$ cat config.mk
export PLATFORM = sky130hd
export DESIGN_NAME = ram_port_ctrl
export DESIGN_NICKNAME = d
export VERILOG_FILES = /design/src/rtl/ram_port_ctrl.sv
export SDC_FILE = /design/constraint.sdc
export NUM_CORES = 1
export LEC_CHECK = 0
export CORE_ASPECT_RATIO = 1.4
export CORE_MARGIN = 2
export CORE_UTILIZATION = 25
export DETAILED_ROUTE_END_ITERATION = 8
export GPL_TIMING_DRIVEN = 1
export PLACE_DENSITY = 0.48
export SLEW_MARGIN = 20
export SYNTH_ARGS = -nofsm -noshare
export SYNTH_HDL_FRONTEND = slang
export SYNTH_SLANG_ARGS = --single-unit
$ cat constraint.sdc
create_clock -name clk -period 4.18 [get_ports clk]
set_input_delay 0.418 -clock clk [delete_from_list [all_inputs] [get_ports clk]]
set_output_delay 0.418 -clock clk [all_outputs]
set_load 0.005 [all_outputs]
$ cat src/rtl/ram_port_ctrl.sv
// Command front-end for a single-port RAM with a 2-cycle read latency. It provides
// read-credit flow control and a first-word-fall-through read-response FIFO.
module ram_port_ctrl #(
    parameter int ADDR_WIDTH = 10,
    parameter int MASK_WIDTH = 4,
    parameter int RSP_DEPTH  = 4
) (
    input  logic                    clk,
    input  logic                    resetn,
    input  logic                    cmd_valid,
    output logic                    cmd_ready,
    input  logic                    cmd_write,
    input  logic [ADDR_WIDTH-1:0]   cmd_addr,
    input  logic [MASK_WIDTH-1:0]   cmd_mask,
    input  logic [8*MASK_WIDTH-1:0] cmd_data,
    output logic                    rsp_valid,
    input  logic                    rsp_ready,
    output logic [8*MASK_WIDTH-1:0] rsp_data,
    output logic                    ram_en,
    output logic                    ram_wr,
    output logic [ADDR_WIDTH-1:0]   ram_addr,
    output logic [MASK_WIDTH-1:0]   ram_mask,
    output logic [8*MASK_WIDTH-1:0] ram_wrData,
    input  logic [8*MASK_WIDTH-1:0] ram_rdData
);

    localparam int DW = 8 * MASK_WIDTH;
    localparam int PW = (RSP_DEPTH > 1) ? $clog2(RSP_DEPTH) : 1;
    localparam int CW = $clog2(RSP_DEPTH + 1);
    localparam int UW = $clog2(RSP_DEPTH + 3);

    logic          rd_s1;
    logic          rd_s2;
    logic [PW-1:0] wr_ptr;
    logic [PW-1:0] rd_ptr;
    logic [CW-1:0] count;
    logic [DW-1:0] fifo_mem [RSP_DEPTH];

    logic          fire;
    logic          rd_fire;
    logic          push;
    logic          pop;
    logic          credit_ok;
    logic [UW-1:0] used;

    function automatic logic [PW-1:0] ptr_next(input logic [PW-1:0] p);
        return (p == PW'(RSP_DEPTH - 1)) ? '0 : p + PW'(1);
    endfunction

    // Stage-1 valid doubles as the write-bubble flag: the RAM output register
    // loads during the cycle after a read, so a write in that cycle would corrupt it.
    // Credits count reads in flight plus reads already waiting in the FIFO.
    always_comb begin
        // NOTE: every signal driven here gets a default first, so no path can infer a latch.
        used      = UW'(rd_s1) + UW'(rd_s2) + UW'(count);
        credit_ok = (used < UW'(RSP_DEPTH));
        cmd_ready = 1'b0;
        if (resetn) begin
            cmd_ready = cmd_write ? !rd_s1 : credit_ok;
        end
    end

    assign fire       = cmd_valid && cmd_ready;
    assign rd_fire    = fire && !cmd_write;
    assign ram_en     = fire;
    assign ram_wr     = fire && cmd_write;
    assign ram_addr   = cmd_addr;
    assign ram_mask   = fire ? cmd_mask : '0;
    assign ram_wrData = cmd_data;

    assign push      = rd_s2;
    assign rsp_valid = (count != '0);
    assign pop       = rsp_valid && rsp_ready;
    assign rsp_data  = fifo_mem[rd_ptr];

    always_ff @(posedge clk or negedge resetn) begin
        if (!resetn) begin
            rd_s1  <= 1'b0;
            rd_s2  <= 1'b0;
            wr_ptr <= '0;
            rd_ptr <= '0;
            count  <= '0;
        end else begin
            // NOTE: sequential state uses non-blocking assignments so every register samples pre-edge values.
            rd_s1 <= rd_fire;
            rd_s2 <= rd_s1;
            if (push) begin
                wr_ptr <= ptr_next(wr_ptr);
            end
            if (pop) begin
                rd_ptr <= ptr_next(rd_ptr);
            end
            if (push && !pop) begin
                count <= count + CW'(1);
            end else if (pop && !push) begin
                count <= count - CW'(1);
            end
        end
    end

    // NOTE: the payload array is deliberately not reset; count qualifies every entry.
    always_ff @(posedge clk) begin
        if (push) begin
            fifo_mem[wr_ptr] <= ram_rdData;
        end
    end

endmodule

# Word level (Yosys, flattened, before mapping)
# Memories as Yosys holds them, arrays and structs flattened.
# Cells that the tools add are included.
# W data, S select, Z words.
# word_totals
reg_bits	9
latchBits	0
ram_bits	128
romBits	0
input_bits	83
out_inout_bits	82
elab_cells	36
n_memories	1
# classes
addsub	6
multipliers	0
div	0
magnitude_cmp	1
n_eq_ne	2
shifts	0
n_mux	9
bitwise	0
n_reduce_logical	12
# mem_list
name	words	width	rd	rd_clocked_by_memory_dff	wr	line	text
fifo_mem	4	32	1	0	1	37	logic [DW-1:0] fifo_mem [RSP_DEPTH];
# op_table
op	n
$logic_and A1 B1 Y1	6
$mux W3	2
$add A2 B1 Y2 const B	2
$eq A2 B2 Y1 const B	2
$logic_not A1 Y1	4
$mux W1	4
$mux W2	2
$mux W4	1
$add A2 B3 Y3	1
$add A3 B1 Y3 const B	1
$lt A3 B3 Y1 const B	1
$reduce_bool A3 Y1	1
$sub A3 B1 Y3 const B	1
$add A1 B1 Y2	1
$reduce_bool A2 Y1	1

# Depth between registers and ports, before layout
# Gate-level depths: netlist of run 1.
# logic_depth
ltp_word	7
mapped_depth	8
depth_no_buf	8

# Least setup slack after synthesis of run 1
# Ideal clock, no wire load.
# synth_path
kind	register -> register
from	reg count[1]
to	reg count[2]
setup_time_ns	0.079
t_arrival_ns	1.856
required_time_ns	4.101
setup_slack_ns	2.245
stages_incl_launch_ff	9
n_path_buf	0
period_less_slack_ns	1.935
path_cell_list	dfrtp_1 > or3_4 > nand2_2 > ha_1 > inv_1 > fa_1 > xor2_1 > nor2_1 > xor2_1
# synth_between
elab_chain_len	5
elab_cells_between_ends	10
# synth_lines
item	line	text
start: declaration	36	logic [CW-1:0] count;
start signal: assignment	94	count <= count + CW'(1);
start signal: assignment	96	count <= count - CW'(1);
$reduce_bool A3 Y1 (*)	72	assign rsp_valid = (count != '0);
via rsp_valid	16	output logic rsp_valid,
$logic_and A1 B1 Y1 (*)	73	assign pop = rsp_valid && rsp_ready;
$logic_not A1 Y1	93	if (push && !pop) begin
$logic_and A1 B1 Y1	93	
$mux W3 / $reduce_bool A2 Y1 (equally long branches)	n/a	
# The timed path passes the listed nets; every way through them passes the cells marked *. The select of a mux whose other input is x is not followed.
# A chain may end at the register's enable or synchronous reset.

# Worst setup path after layout of run 1
# layout_path
from	reg rd_ptr[0]
to	out rsp_data[10]
# layout_between
elab_chain_len	1
# layout_lines
item	line	text
start: declaration	35	logic [PW-1:0] rd_ptr;
start signal: assignment	91	rd_ptr <= ptr_next(rd_ptr);
$mem_v2 Z4 W32	n/a	
end: declaration	18	output logic [8*MASK_WIDTH-1:0] rsp_data,
# Every way passes these cells.

==> metrics.md, run 1 <==
| Metric | Value |
|---|---|
| Avg Vias per Cell | about 4.0 |
| Global-route usage over all layers | about a tenth |
| Post-Route WL | 10620 um |
| CTS Hold Bufs | 0 |
| DR iter-0 viols | approximately 140 |
| EDFF count, synth | about 130 |
| Die W | ~130 um |
| Area Overhead vs Synth | 24.89% |
| Clock latency on the worst-skew pair | slightly above 0.4 ns |
| Slew Viols, Final | 0 |
| Vias in the first global route | around 2900 |
| Most instantiated cells after synthesis | edfxtp_1, buf_4, mux4_2, dfrtp_1, ha_1 |
| Fin crit share | about three quarters |
| Layout cells sized above 1 | 21.95% |
| Antenna violations before repair | 2 |
| Worst EP required | 3.76 ns |
| Global-route wire length before repair | 16320 um |
| Pre-antenna DRT Iters | 4 |
| Register area | ~4100 sq um |
| Synth Warn # | 0 |
| Synth Instances | between 200 and 300 |
| Post-synth top area share | between 60% and 70% |
| CTS Sinks | between 100 and 150 |
| CTS tree | built |
| Worst Path Class, Setup | reg2out |
| Worst Reg2Reg Path Length in Cells | 8 |
| Worst Tran Pin Value | approximately 1.0 ns |
| Top_reg_cell synth | edfxtp_1 |
| Die Ht | ~180 um |
| Critical path capture point type | output port |
| Yosys reg bits | approximately 140 |
| Detailed-route DRC error count | 0 |
| Core Util, Final | 31.84% |
| Gpl congestion | approximately 0.67 |
| DR WL/cell | between 15 and 20 um |
| Worst-path cell with the longest stage delay | dfrtp_2 |
| CTS HTree Levels | 4 |
| Post-DP HPWL | between 6000 and 7000 um |
| Mapped Area | roughly 5600 sq um |
| Antenna viol nets, final | 0 |
| Fill count | around 2100 |
| CTS max path bufs | 2 |
| Worst vdd ir | roughly 0.00023 V |
| Arrival time worst endpoint | about 2.7 ns |
| Distinct cells, synth | 29 |
| Hold Crit Class | in2async |
| Worst r2r src | count[1] |
| Final Hold Fails | 0 |
| Multi-input logic area | 1110 sq um |
| Crit-path max FO | 18 |
| Critical path's largest stage delay | roughly 0.73 ns |
| Max_slew headroom | 32.81% |
| Top cells by area, synth | edfxtp_1, mux4_2, buf_4 |
| IO buf count | 80 |
| GR Overflow Total | 0 |
| RR Endpoint | count[2] |
| Max-Cap Viols | 0 |
| Final setup viols | 0 |
| FFs w/ async S/R, synth | 6.569% |
| Row count | 64 |
| Setup TNS | 0 ns |
| Critical Path Start Type | flop |
| Leak | 2.254 nW |
| Postcts setup bufs | 0 |
| Mean Syn Cell Area | 21.03 sq um |
| CP cell instances | buf_4 -> mux4_2 -> clkdlybuf4s50_1 |
| Top-count cell post-synth | edfxtp_1 |
| Synth area leader | edfxtp_1 |
| Fin crit period | about 3.1 ns |
| Fin Clk Skew | approximately 0.011 ns |
| Placeable Area | 21940 sq um |
| Unrepaired setup endpoints after global routing | no |
| Root buffer cell | clkbuf_16 |
| Max Freq | 0.3253 GHz |
| Status | finished, final reports clean |
| Largest net degree at the start of global routing | 35 |
| Pwr/cell area | 617.9 nW/um^2 |
| Num CTS Buffers | 17 |
| Via count | about 2500 |
| Post-CTS sizing | 0 |
| FF-to-FF setup slack | about 2.1 ns |
| Starting Density | between 20% and 30% |
| # IOs | between 150 and 200 |
| Synth Net Count | around 360 |
| Clk pin slew, worst setup/hold paths | ~0.060 ns |
| Die area | between 20000 and 25000 sq um |
| Sequential share of the synthesized area | 72.74% |
| Nets | slightly above 400 |
-- metal layers --
metal	up-vias	track usage [%]	part of all wire (%)
met5	-	0	0.15
met3	23	3.820	6.4
li1	1117	-	-
met1	1307	10.73	40
met2	79	16.19	52
met4	2	4.383	2.0
-- flip-flops by register name, summed over array words and instances, names as in the netlist --
name      flops
rd_ptr        2
wr_ptr        2
push          1
fifo_mem    128
rd_s1         1
count         3
-- metrics by stage --
step / instances / hold slack, ns / instance area (sq um) / total power [W] / setup WS [ns]
after floorplan: 266 / 0.1224 / 5594 / 0.002386 / 2.245
after global placement: 594 / 0.3932 / 6376 / 0.002836 / 1.437
after detailed placement: 594 / 0.4071 / 6376 / 0.002852 / 1.377
after CTS: 625 / 0.3319 / 6984 / 0.004414 / 0.9782
after global routing: 625 / 0.3656 / 6984 / 0.004545 / 0.9004
final: 626 / 0.3348 / 6987 / 0.004317 / 1.106
-- kinds of logic (layout without fill, tap and decap cells) --
kind of cell    after synthesis  count (layout)  share of synthesized area [%]
buf+inv                      54             116                          7.515
mux                          36              36                          14.16
simple gates                 25              25                          2.729
fa+ha+maj                     8               8                          1.923
flops                       137             137                          72.74
compound gates                3               3                         0.4698
other cells                   0               1                              0
xor+xnor                      3               3                         0.4698
-- how the worst max path moves through the flow --
stage               startpoint           end  slack (ns)
floorplan             count[1]      count[2]        2.24
global placement     rd_ptr[0]  rsp_data[18]        1.44
detailed placement      resetn   ram_mask[2]        1.38
CTS                  rd_ptr[0]  rsp_data[29]        0.98
global route         rd_ptr[0]  rsp_data[10]        0.90
finish               rd_ptr[0]  rsp_data[10]        1.11
-- report_power, final --
part | internal, W | total (W) | switching (W) | leakage (nW)
clock network | 0.000990 | 0.00154 | 0.000550 | 0.289
registers | 0.00160 | 0.00176 | 0.000165 | 1.26
logic | 0.000675 | 0.00101 | 0.000340 | 0.702
total | 0.00326 | 0.00432 | 0.00105 | 2.25
-- placed cells by master (no fill, tap or decap), types with 2 or more instances in the layout --
| cell type | instances |
|---|---|
| mux4_2 | 28 |
| clkbuf_16 | 17 |
| o21ai_0 | 2 |
| dfrtp_2 | 2 |
| nand2_1 | 3 |
| nor3b_1 | 4 |
| ha_1 | 7 |
| mux2_2 | 3 |
| and2_2 | 4 |
| mux4_1 | 4 |
| nor2_1 | 6 |
| bufinv_16 | 4 |
| clkinv_2 | 3 |
| inv_1 | 4 |
| clkinvlp_4 | 3 |
| edfxtp_1 | 128 |
| xor2_1 | 2 |
| clkdlybuf4s50_1 | 80 |
| dfrtp_1 | 7 |
| or3b_1 | 2 |
| clkinv_4 | 2 |
-- critical path, delay by kind of cell (launching register included) --
family                 cells  cell delay (ns)
buffers and inverters      2             0.93
muxes                      1             0.57
DFF                        1             0.73
-- area by class of cell --
class                           count  area share (%)
Inverter                            4          0.2149
Timing Repair Buffer               81           11.57
Clock buffer                       18           6.143
Antenna cell                        1         0.03582
Clock inverter                     13           2.561
Tap cell                          297           5.319
Sequential cell                   137           58.27
Multi-Input combinational cell     75           15.88
Power figures use the tool's default switching activity.
==> inputs of run 2 (changes only) <==
--- a/config.mk
+++ b/config.mk
@@ -10,7 +10,7 @@
 export CORE_UTILIZATION = 25
 export DETAILED_ROUTE_END_ITERATION = 8
 export GPL_TIMING_DRIVEN = 1
-export PLACE_DENSITY = 0.48
+export PLACE_DENSITY = 0.49
 export SLEW_MARGIN = 20
 export SYNTH_ARGS = -nofsm -noshare
 export SYNTH_HDL_FRONTEND = slang
==> constraint.sdc (replaced) <==
create_clock -name clk -period 2.58 [get_ports clk]
set_input_delay 0.258 -clock clk [delete_from_list [all_inputs] [get_ports clk]]
set_output_delay 0.258 -clock clk [all_outputs]
set_load 0.005 [all_outputs]
==> run 2 against run 1 <==
Cell area is 2.1% higher. Combinational power grew 94%. Global-route usage down 0.18 points. Die area unchanged. Non-clock buffer count is 11 higher. Sequential share of layout area is 1.1 points lower. Sequential power rose by 55%. Critical path type unchanged. Largest cell class unchanged.
==> metrics.md, run 2 (synthesis results as in run 1) <==
| Metric | Value |
|---|---|
| Status | finished, final reports clean (unchanged) |
| DR WL/cell | 16.74 um (was 16.96 um) |
| CTS Hold Bufs | 0 (unchanged) |
| Global-route usage over all layers | 9.488% (was 9.669%) |
| Tot Pwr | 0.007013 W (was 0.004317 W) |
| RR Endpoint | count[2] (unchanged) |
| Worst Reg2Reg Path Length in Cells | 9 (was 8) |
| Antenna viol nets, final | 0 (unchanged) |
| Largest register by flop count | fifo_mem (unchanged) |
| Critical path capture point type | output port (unchanged) |
| Final setup viols | 0 (unchanged) |
| FF-to-FF setup slack | 0.45 ns (was 2.13 ns) |
| Post-Route WL | 10670 um (was 10620 um) |
| Fill count | 2135 (was 2143) |
| Final Hold Fails | 0 (unchanged) |
| Critical Path Start Type | flop (unchanged) |
| CTS HTree Levels | 4 (unchanged) |
| Die Ht | 181.0 um (unchanged) |
| Max-Cap Viols | 0 (unchanged) |
| Via count | 2570 (was 2528) |
| Commonest non-fill, non-tap cell in the layout | edfxtp_1 (unchanged) |
| Hold Crit Class | in2async (unchanged) |
| CTS tree | built (unchanged) |
| Most frequent cells in the layout | edfxtp_1, clkdlybuf4s50_1, mux4_2 (unchanged) |
| Detailed-route DRC error count | 0 (unchanged) |
| Max Freq | roughly 0.41 GHz |
| Largest net degree at the start of global routing | 25 (was 35) |
| Fin crit share | between 90% and 100% |
| # IOs | 165 (unchanged) |
| CTS max path bufs | 2 (unchanged) |
| Post-DP HPWL | 6751 um (was 6396 um) |
| Placeable Area | 21940 sq um (unchanged) |
| DR iter-0 viols | 156 (was 137) |
| Worst Path Class, Setup | reg2out (unchanged) |
| Area Overhead vs Synth | 27.51% (was 24.89%) |
| GR Overflow Total | 0 (unchanged) |
| CTS Sinks | 137 (unchanged) |
| Clk pin slew, worst setup/hold paths | 0.06 ns (about the same) |
| Antenna violations before repair | 2 (unchanged) |
| Root buffer cell | clkbuf_16 (unchanged) |
| Slew Viols, Final | 0 (unchanged) |
| Worst EP required | 2.32 ns (was 3.76 ns) |
| Biggest regs | fifo_mem (128), count (3) (unchanged) |
| Vias in the first global route | 2791 (was 2883) |
| Fin crit period | approximately 2.4 ns |
| Gpl congestion | 0.6609 (was 0.6718) |
| Leak | 2.342 nW (was 2.254 nW) |
| Starting Density | 25.50% (unchanged) |
| Row count | 64 (unchanged) |
| Clock latency on the worst-skew pair | 0.41 ns (about the same) |
| Hold_ws | 0.1882 ns (was 0.3348 ns) |
| Max_slew headroom | 73.43% (was 32.81%) |
| Unrepaired setup endpoints after global routing | no (unchanged) |
| Pre-antenna DRT Iters | 4 (unchanged) |
| Fin Clk Skew | 0.01602 ns (was 0.01149 ns) |
| Die W | 130.4 um (unchanged) |
| Nets | 418 (was 407) |
| Worst r2r src | count[0] (was count[1]) |
| IO buf count | 80 (unchanged) |
| Cell area after placement | 6504 sq um (was 6376 sq um) |
| Setup TNS | 0 ns (unchanged) |
| Layout cells sized above 1 | 24.78% (was 21.95%) |
| Num CTS Buffers | 17 (unchanged) |
| Max reg flops | 128 (unchanged) |
| Avg Vias per Cell | 4.035 (was 4.038) |
| Die area | 23610 sq um (unchanged) |
| Post-Layout Inst Area | 7133 sq um (was 6987 sq um) |
| Worst Tran Pin Value | 0.3986 ns (was 1.008 ns) |
| Global-route wire length before repair | 16160 um (was 16320 um) |
| Pwr/cell area | 983.2 nW/um^2 (was 617.9 nW/um^2) |
| Arrival time worst endpoint | 2.19 ns (was 2.66 ns) |
| Crit-path max FO | 7 (was 18) |
| Worst vdd ir | 0.0004420 V (was 0.0002299 V) |
[run 2: changes by cell type in the layout (fill, tap and decap cells not counted), sizes merged, moves of 2 or more]
cell	delta
clkinvlp	-2
bufinv	-2
buf	+11
inv	+4
[run 2: metal layers]
| metal | up-vias | GRT usage, % | share of wire, % |
|---|---|---|---|
| met5 | - | 0 | 0.15 |
| met3 | 21 | 4.471 | 6.9 |
| li1 | 1142 | - | - |
| met1 | 1324 | 10.55 | 39 |
| met4 | 2 | 3.872 | 1.5 |
| met2 | 81 | 15.56 | 52 |
[run 2: layout make-up]
class / count / area (sq um) / area share [%]
clock buffer: 17 / 425.4 / 5.964
clock inverter: 14 / 148.9 / 2.087
sequential: 137 / 4075 / 57.13
inverter: 4 / 15.01 / 0.2105
antenna: 1 / 2.502 / 0.03508
timing repair buffer: 92 / 984.7 / 13.80
tap: 297 / 371.6 / 5.210
multi-input combinational: 75 / 1110 / 15.56
[run 2: how the worst max path moves through the flow]
stage          startpoint            to
2_1_floorplan    count[1]      count[2]
3_3_place_gp    rd_ptr[0]   rsp_data[9]
3_5_place_dp    rd_ptr[0]  rsp_data[15]
4_1_cts          count[0]   ram_mask[1]
5_1_grt             rd_s1   ram_mask[2]
6_report            rd_s1   ram_mask[1]
[run 2: critical path, stage by stage, from the launching register on]
cell             delay [ns]
dfrtp_1                0.40
ha_1                   0.33
a21oi_4                0.07
mux2i_4                0.22
nor3b_1                0.22
clkdlybuf4s50_1        0.54
[run 2: stage by stage]
stage	std cells	util, %	worst slack (ns)
after floorplan	266	-	0.6446
after global placement	601	29.64	0.3396
after detailed placement	601	29.64	0.3212
after CTS	632	32.29	0.007488
after global routing	636	32.50	0.01763
final	637	32.51	0.1346
[run 2: timing repair]
action	in CTS	in global routing
gates resized for setup	2	2
setup buffers	0	4
setup endpoints to repair	18	14
cloned	0	0
pin swaps	0	1
hold endpoints to repair	0	0
[run 2: power by group]
part           switching [W]  internal [W]
sequential          0.000133       0.00259
combinational       0.000732       0.00123
clock               0.000900       0.00142
==> inputs of run 3 (changes only) <==
--- a/config.mk
+++ b/config.mk
@@ -5,13 +5,11 @@
 export SDC_FILE = /design/constraint.sdc
 export NUM_CORES = 1
 export LEC_CHECK = 0
-export CORE_ASPECT_RATIO = 1.4
 export CORE_MARGIN = 2
 export CORE_UTILIZATION = 25
 export DETAILED_ROUTE_END_ITERATION = 8
 export GPL_TIMING_DRIVEN = 1
 export PLACE_DENSITY = 0.49
-export SLEW_MARGIN = 20
 export SYNTH_ARGS = -nofsm -noshare
 export SYNTH_HDL_FRONTEND = slang
 export SYNTH_SLANG_ARGS = --single-unit
==> run 3 against run 2 <==
Power shrank 1.5%. Maximum frequency shrank 0.22%. Register-to-register slack gained 0.03 ns. Critical endpoint is now ram_mask[0].
==> metrics.md, run 3 (synthesis results as in run 1) <==
| Metric | Value |
|---|---|
| Status | finished, final reports clean (unchanged) |
| Avg Vias per Cell | 4.126 (was 4.035) |
| Worst Tran Pin Value | 0.5374 ns (was 0.3986 ns) |
| CTS HTree Levels | 4 (unchanged) |
| Final Hold Fails | 0 (unchanged) |
| Row count | 54 (was 64) |
| Detailed-route DRC error count | 0 (unchanged) |
| Global-route usage over all layers | 9.387% (was 9.488%) |
| Unrepaired setup endpoints after global routing | no (unchanged) |
| Num CTS Buffers | 17 (unchanged) |
| FF-to-FF setup slack | 0.48 ns (was 0.45 ns) |
| CP Capture Point | ram_mask[0] (was ram_mask[1]) |
| RR Endpoint | count[2] (unchanged) |
| Worst r2r src | count[0] (unchanged) |
| Core Util, Final | 32.30% (was 32.51%) |
| Hold Crit Class | in2async (unchanged) |
| Worst EP required | 2.32 ns (about the same) |
| Leak | 2.315 nW (was 2.342 nW) |
| Pwr/cell area | 976.9 nW/um^2 (was 983.2 nW/um^2) |
| Post-DP HPWL | 6282 um (was 6751 um) |
| Placeable Area | 21890 sq um (was 21940 sq um) |
| CTS max path bufs | 2 (unchanged) |
| Fin Clk Skew | 0.008708 ns (was 0.01602 ns) |
| Nets | 416 (was 418) |
| Die Ht | 153.6 um (was 181.0 um) |
| CTS Sinks | 137 (unchanged) |
| Die area | 23590 sq um (was 23610 sq um) |
| Max_slew headroom | 64.17% (was 73.43%) |
| # IOs | 165 (unchanged) |
| Crit-path max FO | 7 (unchanged) |
| Critical path capture point type | output port (unchanged) |
| Commonest non-fill, non-tap cell in the layout | edfxtp_1 (unchanged) |
| Root buffer cell | clkbuf_16 (unchanged) |
| DR iter-0 viols | 103 (was 156) |
| M3 GR Usage | 3.974% (was 4.471%) |
| Placement Setup Slack | 0.3445 ns (was 0.3212 ns) |
| GR Overflow Total | 0 (unchanged) |
| Max-Cap Viols | 0 (unchanged) |
| Worst setup path startpoint | rd_s1 (unchanged) |
| GRT busiest layer | met2 (unchanged) |
| Largest register by flop count | fifo_mem (unchanged) |
| Critical Path Start Type | flop (unchanged) |
| Arrival time worst endpoint | 2.19 ns (about the same) |
| Global-route wire length before repair | 16390 um (was 16160 um) |
| Setup TNS | 0 ns (unchanged) |
| Antenna viol nets, final | 0 (unchanged) |
| Tot Pwr | 0.006908 W (was 0.007013 W) |
| Met1 Use GR | 11.01% (was 10.55%) |
| Antenna violations before repair | 0 (was 2) |
| Clock latency on the worst-skew pair | 0.41 ns (about the same) |
| Starting Density | 25.55% (was 25.50%) |
| Pre-antenna DRT Iters | 4 (unchanged) |
| Worst Path Class, Setup | reg2out (unchanged) |
| Biggest regs | fifo_mem (128), count (3) (unchanged) |
| Most frequent cells in the layout | edfxtp_1, clkdlybuf4s50_1, mux4_2 (unchanged) |
| Max Freq | 0.4080 GHz (was 0.4089 GHz) |
| Final setup viols | 0 (unchanged) |
| Gpl congestion | 0.6623 (was 0.6609) |
| Largest net degree at the start of global routing | 36 (was 25) |
| DR WL/cell | 17.40 um (was 16.74 um) |
| Max reg flops | 128 (unchanged) |
| Post-Route WL | 10760 um (was 10670 um) |
| Grt met2 use | 15.39% (was 15.56%) |
| Vias in the first global route | 2827 (was 2791) |
| Via count | 2550 (was 2570) |
| IO buf count | 80 (unchanged) |
| Fin crit share | 94.99% (was 94.78%) |
| Slew Viols, Final | 0 (unchanged) |
| Layout cells sized above 1 | 25.15% (was 24.78%) |
| Worst vdd ir | 0.0003483 V (was 0.0004420 V) |
| Area Overhead vs Synth | 26.41% (was 27.51%) |
| Clk pin slew, worst setup/hold paths | 0.06 ns (about the same) |
| Worst Slack Setup Final | 0.1291 ns (was 0.1346 ns) |
| Diode count | 0 (was 1) |
| Die W | 153.6 um (was 130.4 um) |
| Hold_ws | 0.1927 ns (was 0.1882 ns) |
| Worst Reg2Reg Path Length in Cells | 9 (unchanged) |
| Fin crit period | 2.451 ns (was 2.445 ns) |
| CTS tree | built (unchanged) |
==> run 3: worst min path at each step <==
stage            from   endpoint  slack, ns
2_1_floorplan  resetn   count[0]      -0.04
3_3_place_gp    rd_s1       push       0.41
3_5_place_dp    rd_s1       push       0.42
4_1_cts        resetn  wr_ptr[1]       0.17
5_1_grt        resetn  wr_ptr[1]       0.19
6_report       resetn  wr_ptr[1]       0.19
==> run 3: worst max-delay path: stages, from the launching register on <==
cell             delay [ns]
dfrtp_1                0.44
ha_4                   0.30
a21oi_4                0.06
mux2i_4                0.23
nor3b_1                0.22
clkdlybuf4s50_1        0.54
==> run 3: final cells by class <==
type	count	area [sq um]
Clock buffer	19	432.9
Inverter	4	15.01
Tap cell	280	350.3
Timing Repair Buffer	90	953.4
Sequential cell	137	4073
Multi-Input combinational cell	75	1127
Fill cell	2120	14820
Clock inverter	13	120.1
==> run 3: power by group <==
part / total, W / switching [W] / internal, W
combinational: 0.00198 / 0.000773 / 0.00121
sequential: 0.00269 / 0.0000960 / 0.00259
clock: 0.00224 / 0.000911 / 0.00133
==> run 3: layer usage <==
| metal | up-vias | wire length [um] |
|---|---|---|
| li1 | 1134 | - |
| met1 | 1299 | 4518 |
| met4 | 0 | 200 |
| met5 | - | 0 |
| met2 | 82 | 5452 |
| met3 | 35 | 583 |
==> run 3: per-stage QoR <==
stage	cells	instance area [sq um]
2_1_floorplan	266	5594
3_3_place_gp	584	6457
3_5_place_dp	584	6457
4_1_cts	616	7010
5_1_grt	618	7072
6_report	618	7072
==> run 3: repair_timing <==
action / 4_1_cts / 5_1_grt
endpoints found under the hold margin: 0 / 0
gates resized for setup: 0 / 5
setup buffers: 0 / 1
endpoints found under the setup margin: 0 / 7
hold buffers: 0 / 0
